===== config.mk =====
export PLATFORM = sky130hd
export DESIGN_NAME = pipe_stage_ctrl
export DESIGN_NICKNAME = d
export VERILOG_FILES = /design/src/rtl/pipe_stage_ctrl.sv
export SDC_FILE = /design/constraint.sdc
export NUM_CORES = 1
export LEC_CHECK = 0
export ABC_AREA = 1
export BUFFER_PORTS_ARGS = -buffer_cell sky130_fd_sc_hd__buf_2
export CORE_ASPECT_RATIO = 1.25
export CORE_MARGIN = 4
export CORE_UTILIZATION = 45
export CTS_CLUSTER_DIAMETER = 200
export DETAILED_ROUTE_END_ITERATION = 16
export PLACE_DENSITY_LB_ADDON = 0.2
export SETUP_SLACK_MARGIN = 0.1
export SLEW_MARGIN = 20
export SYNTH_ARGS = -nofsm -noshare
export SYNTH_HDL_FRONTEND = slang
export SYNTH_SLANG_ARGS = --single-unit

===== constraint.sdc =====
create_clock -name CLK -period 2.2 [get_ports CLK]
set_input_delay 0.22 -clock CLK [delete_from_list [all_inputs] [get_ports CLK]]
set_output_delay 0.22 -clock CLK [all_outputs]
set_load 0.03 [all_outputs]

===== src/rtl/pipe_stage_ctrl.sv =====
// Pipeline sequencer for the 5-stage core: turns hazard-unit stall/flush decisions,
// memory busy and decoded HALT into stage-register controls, with watchdog and perf counters.
module pipe_stage_ctrl #(
  parameter int FLUSH_CYCLES = 1,
  parameter int DRAIN_CYCLES = 3,
  parameter int MAX_STALL    = 15,
  parameter int CNT_W        = 16
) (
  input  logic             CLK,
  input  logic             RST,
  input  logic             Start,
  input  logic             Stall,
  input  logic             Flush,
  input  logic             MemBusy,
  input  logic             Halt_ID,
  output logic             PcWr,
  output logic             IfIdWr,
  output logic             IfIdFlush,
  output logic             IdExBubble,
  output logic             IdExWr,
  output logic             ExMemWr,
  output logic             MemWbWr,
  output logic             Halted,
  output logic             WdErr,
  output logic [2:0]       State,
  output logic [CNT_W-1:0] StallCnt,
  output logic [CNT_W-1:0] FlushCnt
);

  typedef enum logic [2:0] {
    IDLE     = 3'd0,
    RUN      = 3'd1,
    MEM_WAIT = 3'd2,
    FLUSH    = 3'd3,
    DRAIN    = 3'd4,
    HALTED   = 3'd5
  } state_e;

  localparam logic [2:0]       FLUSH_LOAD  = 3'(FLUSH_CYCLES - 1);
  localparam logic [2:0]       DRAIN_LOAD  = 3'(DRAIN_CYCLES - 1);
  localparam logic [8:0]       MAX_STALL_W = 9'(MAX_STALL);
  localparam logic [CNT_W-1:0] CNT_ONE     = {{(CNT_W-1){1'b0}}, 1'b1};

  state_e           state_r;
  state_e           nextState_s;
  logic [2:0]       cycCnt_r;
  logic [2:0]       cycCntNext_s;
  logic [8:0]       consec_r;
  logic [CNT_W-1:0] stallCnt_r;
  logic [CNT_W-1:0] flushCnt_r;
  logic             wdErr_r;
  logic             halted_r;

  logic pcWr_s, ifIdWr_s, ifIdFlush_s, idExBubble_s, downWr_s;
  logic stallApplied_s, flushEvent_s, wdTrip_s;

  function automatic logic [CNT_W-1:0] satInc(input logic [CNT_W-1:0] v);
    if (&v) begin
      return v;
    end else begin
      return v + CNT_ONE;
    end
  endfunction

  // Same-cycle stage controls and next-state decision.
  always_comb begin
    pcWr_s         = 1'b0;
    ifIdWr_s       = 1'b0;
    ifIdFlush_s    = 1'b0;
    idExBubble_s   = 1'b0;
    downWr_s       = 1'b0;
    stallApplied_s = 1'b0;
    flushEvent_s   = 1'b0;
    wdTrip_s       = 1'b0;
    nextState_s    = state_r;
    cycCntNext_s   = cycCnt_r;
    if (RST) begin
      nextState_s  = IDLE;
      cycCntNext_s = 3'd0;
    end else begin
      case (state_r)
        IDLE: begin
          if (Start) begin
            nextState_s = RUN;
          end else begin
            nextState_s = IDLE;
          end
        end
        RUN: begin
          if (MemBusy) begin
            nextState_s = MEM_WAIT;
          end else if (Flush) begin
            pcWr_s       = 1'b1;
            ifIdFlush_s  = 1'b1;
            idExBubble_s = 1'b1;
            downWr_s     = 1'b1;
            flushEvent_s = 1'b1;
            if (FLUSH_CYCLES > 1) begin
              nextState_s  = FLUSH;
              cycCntNext_s = FLUSH_LOAD;
            end else begin
              nextState_s = RUN;
            end
          end else if (Stall) begin
            idExBubble_s   = 1'b1;
            downWr_s       = 1'b1;
            stallApplied_s = 1'b1;
            if ((consec_r + 9'd1) > MAX_STALL_W) begin
              wdTrip_s    = 1'b1;
              nextState_s = HALTED;
            end else begin
              nextState_s = RUN;
            end
          end else if (Halt_ID) begin
            idExBubble_s = 1'b1;
            downWr_s     = 1'b1;
            if (DRAIN_CYCLES > 1) begin
              nextState_s  = DRAIN;
              cycCntNext_s = DRAIN_LOAD;
            end else begin
              nextState_s = HALTED;
            end
          end else begin
            pcWr_s   = 1'b1;
            ifIdWr_s = 1'b1;
            downWr_s = 1'b1;
          end
        end
        MEM_WAIT: begin
          if (MemBusy) begin
            nextState_s = MEM_WAIT;
          end else begin
            nextState_s = RUN;
          end
        end
        FLUSH: begin
          if (MemBusy) begin
            nextState_s = FLUSH;
          end else begin
            pcWr_s       = 1'b1;
            ifIdFlush_s  = 1'b1;
            idExBubble_s = 1'b1;
            downWr_s     = 1'b1;
            if (Flush) begin
              flushEvent_s = 1'b1;
              cycCntNext_s = FLUSH_LOAD;
            end else if (cycCnt_r <= 3'd1) begin
              nextState_s  = RUN;
              cycCntNext_s = 3'd0;
            end else begin
              cycCntNext_s = cycCnt_r - 3'd1;
            end
          end
        end
        DRAIN: begin
          if (MemBusy) begin
            nextState_s = DRAIN;
          end else begin
            idExBubble_s = 1'b1;
            downWr_s     = 1'b1;
            if (cycCnt_r <= 3'd1) begin
              nextState_s  = HALTED;
              cycCntNext_s = 3'd0;
            end else begin
              cycCntNext_s = cycCnt_r - 3'd1;
            end
          end
        end
        HALTED: begin
          nextState_s = HALTED;
        end
        default: begin
          nextState_s  = IDLE;
          cycCntNext_s = 3'd0;
        end
      endcase
    end
  end

  // Sequencer state, watchdog and saturating performance counters.
  always_ff @(posedge CLK) begin
    if (RST) begin
      state_r    <= IDLE;
      cycCnt_r   <= 3'd0;
      consec_r   <= 9'd0;
      stallCnt_r <= '0;
      flushCnt_r <= '0;
      wdErr_r    <= 1'b0;
      halted_r   <= 1'b0;
    end else begin
      state_r    <= nextState_s;
      cycCnt_r   <= cycCntNext_s;
      consec_r   <= stallApplied_s ? (consec_r + 9'd1) : 9'd0;
      stallCnt_r <= stallApplied_s ? satInc(stallCnt_r) : stallCnt_r;
      flushCnt_r <= flushEvent_s ? satInc(flushCnt_r) : flushCnt_r;
      wdErr_r    <= wdErr_r | wdTrip_s;
      halted_r   <= (nextState_s == HALTED);
    end
  end

  assign PcWr       = pcWr_s;
  assign IfIdWr     = ifIdWr_s;
  assign IfIdFlush  = ifIdFlush_s;
  assign IdExBubble = idExBubble_s;
  assign IdExWr     = downWr_s;
  assign ExMemWr    = downWr_s;
  assign MemWbWr    = downWr_s;
  assign Halted     = halted_r & ~RST;
  assign WdErr      = wdErr_r;
  assign State      = state_r;
  assign StallCnt   = stallCnt_r;
  assign FlushCnt   = flushCnt_r;

endmodule

==> flow_summary.ini, run 1 <==
[outcome]
status = finished, final reports clean

[global_route]
antenna_found_initial = 0
first_global_vias = 2416
maximum_number_of_pins_on_one_net_before_global_route_repair = 25
grt_first_pass_wirelength_um = 10300
grt_usage = 0.157
globalRouteOverflowTotal = 0

[setup_path]
r2r-end = StallCnt[13]
worst_setup_sp_type = flip-flop
timing.critical_path.fanout_max = 7
timing.critical_path.cells = inv_2 -> nand2_1 -> nor2_2 -> nor2_1 -> nor2_2 -> inv_1 -> a41oi_2 -> buf_2
crit-reg2reg-launch = StallCnt[0]
critical_path.endpoint_type = primary output
critical-path-max-stage-delay_ns = 0.41
cp_data_arrival_time_ns = 1.75
critical_path.slowest_cell = sky130_fd_sc_hd__dfxtp_1
critical_path_class = flip-flop to primary output
worst-r2r-cell-count = 14
crit_path_frequent_cell = sky130_fd_sc_hd__nor2_2
required_ns = 1.98
r2r_slack_ns = 0.39

[yosys]
ys_async_sr_fraction = 0
syn_avg_cell_area_um2 = 6.98
synth_ff_type = sky130_fd_sc_hd__dfxtp_1
synth.cell_area_um2 = 2910
ys_seq_area_frac = 0.337
synth.distinct_cells = 36
yosys_warnings = 0
postSynthRegisterBits = 49
synth_nets = 430
cells_after_synthesis = 417
synth_enable_flop_cells = 0

[floorplanning]
dieWidth_um = 79.9
floorplan.initialDensity = 0.466
top_level_ports = 51
floorplan.rows = 32
die_h_um = 97.9
placeableCoreArea_um2 = 6250
die_area_um2 = 7820

[cells_and_area]
ant_cells = 0
number_of_nets_in_the_layout = 480
area_used_by_multi_input_combinational_logic_um2 = 1660
area_growth_pct = 14.2
drive_gt1_frac = 0.239
most_common_cell_after_layout_fill_and_taps_aside = sky130_fd_sc_hd__nand2_1
area.sequential_um2 = 981
leading_cell_types_in_the_layout_fill_and_taps_excluded = sky130_fd_sc_hd__nand2_1 (105), sky130_fd_sc_hd__nor2_1 (53), sky130_fd_sc_hd__buf_2 (50)
nFillCells = 637

[clock_tree]
clock-root-buffer = sky130_fd_sc_hd__clkbuf_8
postCtsSetupBuffers = 0
worst_skew_pair.late_latency_ns = 0.30
clk_transition_reported_paths_ns = 0.08
htree_levels = 2
cts_buffer_depth = 2
cts_tree = done
cts_num_sinks = 49
cts-buffers-inserted = 5

[sta]
timing.final.crit_period_ns = 1.97
finalMaxSlewViolations = 0
min_period_over_period = 0.893
post-route-worst-setup-slack_ns = 0.234
finalSetupViolations = 0
finalHoldViolations = 0
finalSetupTns_ns = 0
slew_headroom = 0.704
skew_ns = 0.0130
achievable-frequency_mhz = 509
worst-slew-pin-transition_ns = 0.439
setup_repair_after_global_routing_missed_its_margin = no

[min_path]
min-delay-start = MemBusy
hold_end = State[1]
min_delay_path_depth = 5
hold_class = primary input to flip-flop

[route]
drcViolationCount = 0
vias_per_cell = 4.85
routedWlPerCell_um = 11.0
postRouteWirelength_um = 6080
final_antenna_net_count = 0
drt_pre_antenna_iters = 4
dr_total_vias = 2684
iteration_0_drc_markers = 120

[power_and_ir_drop]
power.leakage_nw = 1.41
power.ir.vdd_worst_mv = 0.309
power_per_cell_area_nw_per_um2 = 508
totalPowerFinal_mw = 1.69

[job]
drv_cap = 0

[place]
detailed_place_hpwl_um = 4650
gp_congestion = 0.866
detailedPlace.worstSlack_ns = 0.405
io_buffers = 50
==> cell type report <==
class                   instances  share of cell area
well taps                      85              0.0320
repair buffers                 53              0.0821
flip-flops and latches         49               0.295
multi-input cells             307               0.501
clock buffers                   7              0.0290
inverters                      51              0.0592
clock inverters                 1             0.00151
==> flip-flops by register name, summed over array words and instances, names as in the netlist <==
name	flops
FlushCnt	16
State	3
consec_r	9
halted_r	1
StallCnt	16
WdErr	1
cycCnt_r	3
==> report_power, final <==
| group | leakage [nW] | switching (mW) | internal, mW | total, mW |
|---|---|---|---|---|
| combinational | 0.962 | 0.134 | 0.0584 | 0.193 |
| sequential | 0.395 | 0.0131 | 0.899 | 0.913 |
| clock | 0.0542 | 0.296 | 0.285 | 0.581 |
==> worst max-delay path, delay by kind of cell, from the launching register on <==
kind / cells / cell delay, ns
buf+inv: 3 / 0.41
flops: 1 / 0.41
compound gates: 1 / 0.14
simple gates: 4 / 0.49
==> metal layers <==
layer / up-vias / wire length (um) / GRT usage
li1: 1410 / - / -
met1: 1221 / 2720 / 0.190
met2: 47 / 3090 / 0.281
met3: 6 / 206 / 0.0295
met4: 0 / 67 / 0.0416
met5: - / 0 / 0
==> what timing repair did <==
action,4_1_cts,5_1_grt
hold buffers,0,0
resized for setup,0,2
hold endpoints to repair,0,0
endpoints found under the setup margin,0,1
==> cells in the mapped netlist (4+ instances only) <==
library cell	instances	share of area
sky130_fd_sc_hd__nor3_1	9	0.015
sky130_fd_sc_hd__inv_2	5	0.0065
sky130_fd_sc_hd__inv_1	45	0.058
sky130_fd_sc_hd__a21oi_2	8	0.024
sky130_fd_sc_hd__ha_1	6	0.026
sky130_fd_sc_hd__nand2_1	105	0.14
sky130_fd_sc_hd__nor2_2	4	0.0086
sky130_fd_sc_hd__xnor2_1	5	0.015
sky130_fd_sc_hd__dfxtp_1	49	0.34
sky130_fd_sc_hd__nor2_1	56	0.072
sky130_fd_sc_hd__nand4_1	4	0.0086
sky130_fd_sc_hd__o21ai_0	16	0.028
sky130_fd_sc_hd__nand3_1	17	0.029
sky130_fd_sc_hd__xor2_1	12	0.036
sky130_fd_sc_hd__a21oi_1	26	0.045
sky130_fd_sc_hd__buf_6	4	0.015
sky130_fd_sc_hd__nor2_4	7	0.027
sky130_fd_sc_hd__nand3_2	5	0.017
sky130_fd_sc_hd__nand2_2	8	0.017
==> stage by stage <==
step,std cells,util,hold slack (ns),cell area (um2)
floorplan,417,-,0.432,2920
global placement,545,0.515,0.458,3210
detailed placement,545,0.515,0.465,3210
CTS,553,0.531,0.308,3320
global route,553,0.532,0.335,3320
finish,553,0.532,0.331,3320
==> cell families after synthesis <==
group | after synthesis | synth area share
compound gates | 58 | 0.115
xor+xnor | 17 | 0.0512
fa+ha+maj | 6 | 0.0258
buf+inv | 61 | 0.0963
flops | 49 | 0.337
simple gates | 226 | 0.375
==> how the worst max path moves through the flow <==
stage / from / to / slack (ns) / depth (start not counted)
final: State[1] / IdExBubble / 0.23 / 8
after global routing: State[1] / IdExBubble / 0.11 / 8
after CTS: State[1] / IdExBubble / 0.17 / 8
after detailed placement: StallCnt[0] / StallCnt[13] / 0.40 / 14
after global placement: StallCnt[1] / StallCnt[13] / 0.47 / 14
after floorplan: State[2] / IdExBubble / 0.22 / 6
(Power assumes the default switching activity.)
==> inputs of run 2 (changes only) <==
Settings changed: CELL_PAD_IN_SITES_DETAIL_PLACEMENT set to 0, CELL_PAD_IN_SITES_GLOBAL_PLACEMENT set to 2, CORE_UTILIZATION 45 to 33, SLEW_MARGIN 20 to 30.
==> run 2 against run 1 <==
Compared with the run above: sequential share of layout area fell by 0.40 points; global-route usage shrank 1.8 points; flip-flop and latch count stayed put; combinational power about the same; register-to-register slack gained 0.03 ns; first-iteration DRC count decreased by 44%; worst hold slack worse by 0.026 ns; clock skew fell by 0.0035 ns; clock power rose by 5.2%; largest cell class unchanged; highest routed layer unchanged.
==> flow_summary.ini, run 2 (same netlist as run 1, synthesis figures left out) <==
[setup_path]
cp_data_arrival_time_ns = 1.71
path_buf_inv = 3
timing.critical_path.from = State[1]
worstSetupPathDepth = 8
critical_path.endpoint_type = primary output
r2r_slack_ns = 0.42
worst_setup_sp_type = flip-flop
critical_path.slowest_cell = sky130_fd_sc_hd__dfxtp_1
critical-path-max-stage-delay_ns = 0.41
r2r-end = StallCnt[13]
crit-reg2reg-launch = StallCnt[0]
critical_path_class = flip-flop to primary output
worst-r2r-cell-count = 14
top_family_by_delay_on_critical_path = simple AND/OR/NAND/NOR gates
crit_path_frequent_cell = sky130_fd_sc_hd__nor2_2
timing.critical_path.cells = inv_2 -> nand2_1 -> nor2_2 -> nor2_1 -> nor2_2 -> inv_1 -> a41oi_2 -> buf_2
required_ns = 1.98
timing.critical_path.fanout_max = 7

[sta]
finalSetupTns_ns = 0
finalMaxSlewViolations = 0
setup_repair_after_global_routing_missed_its_margin = yes
worst-slew-pin-transition_ns = 0.540
skew_ns = 0.00950
min_period_over_period = 0.878
slew_headroom = 0.636
achievable-frequency_mhz = 518
timing.final.crit_period_ns = 1.93
post-route-worst-setup-slack_ns = 0.268
finalSetupViolations = 0
finalHoldViolations = 0

[cells_and_area]
drive_gt1_frac = 0.238
most_common_cell_after_layout_fill_and_taps_aside = sky130_fd_sc_hd__nand2_1
number_of_nets_in_the_layout = 479
ant_cells = 0
leading_cell_types_in_the_layout_fill_and_taps_excluded = sky130_fd_sc_hd__nand2_1 (105), sky130_fd_sc_hd__nor2_1 (53), sky130_fd_sc_hd__buf_2 (50)
finish.cell_count_without_fillers = 587
area_growth_pct = 15.7

[clock_tree]
clock-root-buffer = sky130_fd_sc_hd__clkbuf_8
cts_buffer_depth = 2
cts-buffers-inserted = 5
cts_hold_repair.buffers = 0
cts_tree = done
htree_levels = 2
worst_skew_pair.late_latency_ns = 0.32
cts_num_sinks = 49
clk_transition_reported_paths_ns = 0.09

[min_path]
min-delay-start = MemBusy
hold_class = primary input to flip-flop
hold_end = consec_r[2]
min_delay_path_depth = 4

[global_route]
antenna_found_initial = 0
first_global_vias = 2584
grt_first_pass_wirelength_um = 11700
maximum_number_of_pins_on_one_net_before_global_route_repair = 25
grt_usage = 0.140
globalRouteOverflowTotal = 0

[route]
postRouteWirelength_um = 6810
routedWlPerCell_um = 11.6
iteration_0_drc_markers = 67
drcViolationCount = 0
dr_total_vias = 2661
drt_pre_antenna_iters = 4
final_antenna_net_count = 0
vias_per_cell = 4.53

[place]
io_buffers = 50
detailed_place_hpwl_um = 5140
gp_congestion = 0.833
detailedPlace.worstSlack_ns = 0.368
dp_cells = 579

[power_and_ir_drop]
share_of_power_burned_in_the_clock_network = 0.355
power_per_cell_area_nw_per_um2 = 511
power.switching_mw = 0.477
switching_share_of_power = 0.277
share_seq_of_total_power = 0.531
power.ir.vdd_worst_mv = 0.283
power.combinational.fraction = 0.114
power.leakage_nw = 1.41
internal-power_mw = 1.24

[floorplanning]
floorplan.initialDensity = 0.336
die_area_um2 = 10400
top_level_ports = 51
die_h_um = 113
placeableCoreArea_um2 = 8650
dieWidth_um = 92.0
floorplan.rows = 38

[outcome]
status = finished, final reports clean

[job]
drv_cap = 0
-- run 2: changes by cell type in the layout (fill, tap and decap cells not counted) --
cell                      before  now
sky130_fd_sc_hd__nand2_8       0    1
sky130_fd_sc_hd__nand2_4       3    2
sky130_fd_sc_hd__buf_4         3    2
-- run 2: metrics by stage --
| stage | utilization | hold WS, ns | power (mW) | area, um2 |
|---|---|---|---|---|
| floorplan | - | 0.432 | 1.08 | 2920 |
| global placement | 0.376 | 0.462 | 1.13 | 3250 |
| detailed placement | 0.376 | 0.462 | 1.13 | 3250 |
| CTS | 0.387 | 0.297 | 1.76 | 3350 |
| global route | 0.389 | 0.330 | 1.81 | 3370 |
| finish | 0.389 | 0.304 | 1.72 | 3370 |
-- run 2: repair_timing --
action	CTS	global route
endpoints found under the setup margin	0	3
resized for setup	0	3
buffers inserted	0	0
-- run 2: per-layer routing --
metal	vias to the layer above	GRT usage	share of wire
met3	11	0.0299	0.040
met5	-	0	0
met2	41	0.241	0.50
met1	1197	0.166	0.44
li1	1412	-	-
met4	0	0.0614	0.024
-- run 2: layout make-up --
type,count,area (um2)
Clock buffer,7,96.3
Inverter,51,196
Clock inverter,1,5.00
Fill cell,982,5290
Tap cell,120,150
Sequential cell,49,981
Timing Repair Buffer,52,265
Multi-Input combinational cell,307,1670
-- run 2: worst max path at each step --
stage | to
after floorplan | IdExBubble
after global placement | StallCnt[13]
after detailed placement | StallCnt[13]
after CTS | IdExBubble
after global routing | IdExBubble
final | IdExBubble
-- run 2: power by group through the flow --
stage	clock, mW	sequential (mW)	combinational (mW)
4_1_cts	0.644	0.913	0.198
2_1_floorplan	0	0.942	0.139
6_report	0.611	0.913	0.196
3_3_place_gp	0	0.933	0.200
5_1_grt	0.670	0.915	0.223
3_5_place_dp	0	0.933	0.197
-- run 2: worst register-to-register path, cell delays in order, from the launching register on --
cell	delay [ns]
sky130_fd_sc_hd__dfxtp_1	0.39
sky130_fd_sc_hd__ha_1	0.19
sky130_fd_sc_hd__nand2_1	0.07
sky130_fd_sc_hd__inv_2	0.06
sky130_fd_sc_hd__nand2_1	0.05
sky130_fd_sc_hd__nor2_2	0.11
sky130_fd_sc_hd__nand2_2	0.09
sky130_fd_sc_hd__nor2_4	0.11
sky130_fd_sc_hd__nand2_2	0.09
sky130_fd_sc_hd__nand2_8	0.14
sky130_fd_sc_hd__inv_2	0.13
sky130_fd_sc_hd__nand2_1	0.11
sky130_fd_sc_hd__nand2_1	0.05
sky130_fd_sc_hd__nand2_1	0.05
sky130_fd_sc_hd__nor2_1	0.04
==> inputs of run 3 (changes only) <==
Settings changed: REMOVE_ABC_BUFFERS set to 1.
==> run 3 against run 2 <==
Compared with the run above: total power grew 1.6%; sequential power about the same; fmax fell by 0.96%.
==> flow_summary.ini, run 3 (same netlist as run 1, synthesis figures left out) <==
[floorplanning]
die_h_um = 113
dieWidth_um = 92.0
placeableCoreArea_um2 = 8650
floorplan.initialDensity = 0.336
floorplan.rows = 38
die_area_um2 = 10400
top_level_ports = 51

[global_route]
grt_busiest_layer = met2
maximum_number_of_pins_on_one_net_before_global_route_repair = 25
grt_first_pass_wirelength_um = 12100
globalRouteMet2Util = 0.250
antenna_found_initial = 0
grt_usage = 0.140
first_global_vias = 2595
gr_util_met3 = 0.0246
global_route.usage.met1 = 0.174
globalRouteOverflowTotal = 0

[clock_tree]
clk_transition_reported_paths_ns = 0.09
clock-root-buffer = sky130_fd_sc_hd__clkbuf_8
cts_tree = done
htree_levels = 2
cts-buffers-inserted = 5
cts_buffer_depth = 2
worst_skew_pair.late_latency_ns = 0.30
cts_num_sinks = 49
postCtsSetupBuffers = 0

[cells_and_area]
most_common_cell_after_layout_fill_and_taps_aside = sky130_fd_sc_hd__nand2_1
nFillCells = 984
drive_gt1_frac = 0.237
area_growth_pct = 15.9
number_of_nets_in_the_layout = 482
finish.cell_count_without_fillers = 589
leading_cell_types_in_the_layout_fill_and_taps_excluded = sky130_fd_sc_hd__nand2_1 (105), sky130_fd_sc_hd__nor2_1 (54), sky130_fd_sc_hd__buf_2 (50)
ant_cells = 0

[setup_path]
cp_data_arrival_time_ns = 1.73
required_ns = 1.98
critical_path.endpoint_type = primary output
critical_path_class = flip-flop to primary output
worst_setup_sp_type = flip-flop
timing.critical_path.fanout_max = 5

[place]
io_buffers = 50
detailedPlace.worstSlack_ns = 0.362
dp_cells = 582
detailed_place_hpwl_um = 5210
gp_congestion = 0.791

[sta]
timing.final.crit_period_ns = 1.95
finalMaxSlewViolations = 0
finalSetupTns_ns = 0
min_period_over_period = 0.887
finalHoldViolations = 0
worst-slew-pin-transition_ns = 0.423
post-route-worst-setup-slack_ns = 0.249
skew_ns = 0.00656
setup_repair_after_global_routing_missed_its_margin = no
achievable-frequency_mhz = 513
finalSetupViolations = 0
slew_headroom = 0.715

[route]
final_antenna_net_count = 0
drt_pre_antenna_iters = 4
drcViolationCount = 0
vias_per_cell = 4.44
dr_total_vias = 2616
routedWlPerCell_um = 11.8
iteration_0_drc_markers = 122
postRouteWirelength_um = 6920

[power_and_ir_drop]
power.combinational.fraction = 0.113
share_of_power_burned_in_the_clock_network = 0.366
power.ir.vdd_worst_mv = 0.367
power_per_cell_area_nw_per_um2 = 518
power.leakage_nw = 1.42
internal-power_mw = 1.29
power.switching_mw = 0.457
totalPowerFinal_mw = 1.75
share_seq_of_total_power = 0.521
switching_share_of_power = 0.261

[outcome]
status = finished, final reports clean

[min_path]
hold_class = primary input to flip-flop

[job]
drv_cap = 0
## run 3: cell types whose count changed in the layout (fill, tap and decap cells not counted), sizes merged
cell / delta
clkbuf: -2
bufinv: +1
buf: +3
## run 3: area by class of cell
cell class                 instances  area, um2  share of cell area
sequential                        49        981               0.291
tap                              120        150              0.0445
clock inverter                     2       35.0              0.0104
multi-input combinational        307       1650               0.490
inverter                          51        196              0.0583
timing repair buffer              55        288              0.0853
clock buffer                       5       68.8              0.0204
## run 3: power groups by stage
stage / sequential [mW] / clock (mW) / combinational, mW
2_1_floorplan: 0.942 / 0 / 0.123
3_3_place_gp: 0.930 / 0 / 0.201
3_5_place_dp: 0.930 / 0 / 0.199
4_1_cts: 0.910 / 0.675 / 0.200
5_1_grt: 0.913 / 0.710 / 0.222
6_report: 0.910 / 0.639 / 0.197
## run 3: routing by layer
layer | vias to the layer above | part of all wire | routed length, um
met5 | - | 0 | 0
met4 | 0 | 0.010 | 70
met3 | 5 | 0.022 | 155
met2 | 28 | 0.50 | 3480
met1 | 1167 | 0.46 | 3210
li1 | 1416 | - | -
## run 3: through the flow
step,hold slack [ns],area (um2),utilization
2_1_floorplan,0.282,2830,-
3_3_place_gp,0.463,3260,0.377
3_5_place_dp,0.471,3260,0.377
4_1_cts,0.317,3370,0.389
5_1_grt,0.315,3370,0.390
6_report,0.332,3370,0.390
## run 3: worst max-delay path, stage by stage, from the launching register on
cell                      delay (ns)
sky130_fd_sc_hd__dfxtp_1        0.42
sky130_fd_sc_hd__inv_1          0.10
sky130_fd_sc_hd__nor2_2         0.21
sky130_fd_sc_hd__nor2_1         0.08
sky130_fd_sc_hd__nor2_1         0.18
sky130_fd_sc_hd__inv_1          0.06
sky130_fd_sc_hd__a41oi_1        0.16
sky130_fd_sc_hd__buf_2          0.23
## run 3: final timing paths
path | depth (start not counted) | endpoint | slack (ns) | start
setup / recovery | 7 | IdExBubble | 0.25 | State[0]
setup reg to reg | 14 | StallCnt[13] | 0.36 | StallCnt[0]
hold / removal | 5 | State[1] | 0.33 | MemBusy
hold reg to reg | 1 | consec_r[0] | 0.49 | consec_r[0]
## run 3: what timing repair did
action / 4_1_cts / 5_1_grt
hold buffers: 0 / 0
endpoints found under the setup margin: 0 / 2
resized for setup: 0 / 2
